<file path="src/rtl/ls_down_timer.sv">
// Loadable synchronous down-counter/timer with terminal-count flags (BO, DONE) and BUSY.
// Optional feature: define LS_DOWN_TIMER_AUTO_RELOAD_EN to restart from the last load value on expiry.
//
// state   | meaning
// IDLE    | never loaded, or loaded with 0; Q held at 0
// RUN     | counting down toward 0
// EXPIRED | reached 0; holds, or auto-reloads on the next step
module ls_down_timer #(
    parameter int WIDTH = 4
) (
    input  logic             CLK,
    input  logic             CLR_n,
    input  logic [WIDTH-1:0] D,
    input  logic             LOAD_n,
    input  logic             ENP,
    input  logic             ENT,
    output logic [WIDTH-1:0] Q,
    output logic             BO,
    output logic             DONE,
    output logic             BUSY
);

    typedef enum logic [1:0] {
        IDLE    = 2'd0,
        RUN     = 2'd1,
        EXPIRED = 2'd2
    } state_t;

    state_t state;
    logic   step;

`ifdef LS_DOWN_TIMER_AUTO_RELOAD_EN
    logic [WIDTH-1:0] reload;

    // RELOAD only has an observable effect when auto-reload is built in.
    always_ff @(posedge CLK or negedge CLR_n) begin
        if (!CLR_n) begin
            reload <= '0;
        end else if (!LOAD_n) begin
            reload <= D;
        end
    end
`endif

    assign step = ENP & ENT;
    assign BO   = (Q == '0) & ENT;

    always_ff @(posedge CLK or negedge CLR_n) begin
        if (!CLR_n) begin
            Q     <= '0;
            state <= IDLE;
            DONE  <= 1'b0;
            BUSY  <= 1'b0;
        end else begin
            DONE <= 1'b0;
            if (!LOAD_n) begin
                Q <= D;
                if (D != '0) begin
                    state <= RUN;
                    BUSY  <= 1'b1;
                end else begin
                    state <= IDLE;
                    BUSY  <= 1'b0;
                end
            end else begin
                case (state)
                    IDLE: begin
                        BUSY <= 1'b0;
                    end
                    RUN: begin
                        if (step) begin
                            // Terminal step also covers Q==0 so the counter can never wrap.
                            if (Q > WIDTH'(1)) begin
                                Q    <= Q - WIDTH'(1);
                                BUSY <= 1'b1;
                            end else begin
                                Q     <= '0;
                                state <= EXPIRED;
                                DONE  <= 1'b1;
                                BUSY  <= 1'b0;
                            end
                        end else begin
                            BUSY <= 1'b1;
                        end
                    end
                    EXPIRED: begin
`ifdef LS_DOWN_TIMER_AUTO_RELOAD_EN
                        if (step) begin
                            Q     <= reload;
                            state <= RUN;
                            BUSY  <= 1'b1;
                        end else begin
                            BUSY <= 1'b0;
                        end
`else
                        BUSY <= 1'b0;
`endif
                    end
                    default: begin
                        Q     <= '0;
                        state <= IDLE;
                        BUSY  <= 1'b0;
                    end
                endcase
            end
        end
    end

endmodule

</file>
<file path="config.mk">
export PLATFORM = sky130hd
export DESIGN_NAME = ls_down_timer
export DESIGN_NICKNAME = d
export VERILOG_FILES = /design/src/rtl/ls_down_timer.sv
export SDC_FILE = /design/constraint.sdc
export NUM_CORES = 1
export LEC_CHECK = 0
export ABC_AREA = 0
export BUFFER_PORTS_ARGS = -buffer_cell sky130_fd_sc_hd__buf_4
export CAP_MARGIN = 20
export CORE_MARGIN = 2
export CORE_UTILIZATION = 29
export DETAILED_ROUTE_END_ITERATION = 7
export SLEW_MARGIN = 20
export SYNTH_ARGS = -nofsm -noshare
export SYNTH_HDL_FRONTEND = slang
export SYNTH_SLANG_ARGS = --single-unit
export TNS_END_PERCENT = 50
</file>
<file path="constraint.sdc">
create_clock -name CLK -period 1.85 [get_ports CLK]
set_input_delay 0.185 -clock CLK [delete_from_list [all_inputs] [get_ports CLK]]
set_output_delay 0.185 -clock CLK [all_outputs]
set_load 0.1 [all_outputs]
</file>
==> impl_metrics.tcl <==
set metrics [dict create \
    antennaDiodeCount 0 \
    ys.flop_type "dfrtp_1" \
    fin_crit_sh_pct 86.8 \
    p_leak_nw 0.320 \
    dp_slack_ns 0.331 \
    critical-path-top-delay-family "flip-flops" \
    crit_chain "inv_1, ha_1, and3_2, buf_4" \
    dp.cells 77 \
    grt_pass1_vias 434 \
    ys_seq_area_share_pct 42.8 \
    routed_wirelength_mm 1.05 \
    slew_headroom_pct 78.1 \
    ys_async_sr_fraction_pct 100 \
    powerDensity_mw_per_mm2 1050 \
    arrival_ns 1.42 \
    wl_per_cell_um 12.8 \
    grt_max_degree 10 \
    syn-num-nets 58 \
    htree_num_levels 1 \
    path_max_fanout 4 \
    drc 0 \
    nets 78 \
    peakVddDrop_mv 0.407 \
    yosysUniqueCellTypes 24 \
    antenna_found_initial 0 \
    place_area_um2 596 \
    comb_power_share_pct 43.9 \
    rsz0062_at_grt "no" \
    hold_viol 0 \
    pwr-share-seq_pct 33.4 \
    rows 14 \
    areaGrowthSynthToFinish_pct 35.0 \
    grt_overflow_total 0 \
    ios 16 \
    switching_power_mw 0.305 \
    crit_required_ns 1.66 \
    clk_latency_ns 0.26 \
    synth_enable_flop_cells 0 \
    die_area_mm2 0.00195 \
    coreArea_mm2 0.00151 \
    track_usage_pct 13.9 \
    maxCapViolCount 0 \
    tightest_slew_ns 0.325 \
    outcome "finished, final reports clean" \
    drtPass1Iterations 3 \
    p_clk_share_pct 22.7 \
    final_core_util_pct 41.9 \
    swShare_pct 45.8 \
    cp_num_buf_inv 2 \
    p_total_mw 0.666 \
    crit_type "flop to output port" \
    cp_slowest_cell "dfrtp_2" \
    slew_violations 0 \
    syn_inst 47 \
    internal-power_mw 0.361 \
    syn_area_um2 468 \
    syn_avg_cell_area_um2 9.96 \
    drt_iter0_drc 10 \
    root_buffer "clkbuf_4" \
    grt_pass1_wl_mm 1.90 \
    yosysWarnings 0 \
    die_x_um 44.2 \
    viasPerCell 5.21 \
    clock_path_buffers 2 \
    timing.fmax_ghz 0.622 \
    drive_above_1_share_pct 36.4 \
    cts_inserted_buffers 3 \
    critical_path.startpoint_type "flop" \
    num_vias 427 \
    ant_nets 0 \
    synth-seq-cells 8 \
    holdWs_ns 0.233 \
    stdcell_count 82 \
    period_needed_ns 1.61 \
    start_util_pct 31.1 \
    place_congestion 0.783 \
    hold_class "input pin to flop" \
    cts.sinks 8 \
    cts_tree "yes" \
    fin_area_um2 632 \
    die_y_um 44.2 \
    slowest_delay_ns 0.42 \
    setup_ws_ns 0.244 \
    dpl.hpwl_um 799 \
    path_clk_slew_ns 0.06 \
    endpoint_kind "output port" \
    portBuffers 15 \
    fin_tns_setup_ns 0 \
    finClkSkew_ns 0.0109 \
    setup_violations 0 \
]
Yosys cell counts, drive strengths merged, types with 2 or more instances:
cell | n | share of area (%)
dfrtp | 8 | 43
a22o | 2 | 3.7
ha | 2 | 5.3
inv | 8 | 6.4
o21a | 3 | 4.8
o21ai | 3 | 5.6
nor3 | 2 | 2.1
o22ai | 3 | 4.0
o221ai | 2 | 3.7
nor2 | 2 | 1.6
what timing repair did:
| item | CTS | global route |
|---|---|---|
| resized for setup | 0 | 0 |
| setup buffers | 0 | 0 |
| hold buffers | 1 | 0 |
| endpoints found under the hold margin | 8 | 0 |
power by group through the flow:
stage	clock network [mW]	logic, mW	registers, mW
after floorplan	0	0.0966	0.351
after detailed placement	0	0.292	0.226
after global routing	0.170	0.313	0.227
after CTS	0.155	0.294	0.223
final	0.151	0.292	0.223
after global placement	0	0.293	0.225
logic make-up after synthesis:
group	synth area share, %
AO/OA/AOI/OAI	26.5
AND/OR/NAND/NOR	17.4
buffers and inverters	8.02
flip-flops	42.8
adder cells (fa/ha/maj)	5.35
cell type report:
cell class              count  area (µm²)
clock buffers               4        26.3
fillers                   169         875
inverters                   8        30.0
multi-input cells          30         230
flip-flops and latches      8         203
well taps                  16        20.0
repair buffers             16         123
routing by layer:
metal  global-route usage (%)  vias to the layer above  share of wire (%)
met5                        0                        -                  0
met1                     18.6                      199                 48
li1                         -                      209                  -
met2                     20.6                       14                 43
met4                     9.09                        0                3.5
met3                     2.45                        5                5.3
layout by cell type (no fill, tap or decap):
cell	netlist	routed
and3_2	1	1
a21o_1	1	1
a21oi_1	1	1
or2b_1	1	1
clkbuf_4	0	3
or2_1	1	1
inv_2	1	1
nand4_1	1	1
o21ai_4	1	1
nor4_1	1	1
o21ai_1	2	2
buf_4	1	15
a22o_1	2	2
dfrtp_2	0	2
o221ai_1	2	2
nand3b_4	1	1
ha_1	2	2
o22ai_1	3	3
nor2_1	2	2
clkbuf_1	0	1
nand2_1	1	1
nor2b_1	1	1
o21a_1	3	3
inv_1	7	7
dlygate4sd3_1	0	1
dfrtp_1	8	6
nor3_1	2	2
o32ai_1	1	1
registers in the layout, indices dropped and copies added, names as in the netlist:
signal  count
DONE        1
BUSY        1
Q           4
state       2
path summary, 6_finish.rpt:
kind | from | end | slack [ns] | cells past startpoint
setup / recovery | Q[1]$_DFFE_PN0P_ | BO | 0.24 | 4
setup reg to reg | Q[0]$_DFFE_PN0P_ | Q[0]$_DFFE_PN0P_ | 0.33 | 6
hold reg to reg | Q[1]$_DFFE_PN0P_ | Q[1]$_DFFE_PN0P_ | 0.54 | 1
hold / removal | LOAD_n | state[1]$_DFFE_PN0P_ | 0.23 | 2
min in group asynchronous | CLR_n | Q[2]$_DFFE_PN0P_ | 0.30 | 2
max in group asynchronous | CLR_n | BUSY$_DFF_PN0_ | 1.41 | 2
No activity file was read; power rests on OpenSTA's default activity.
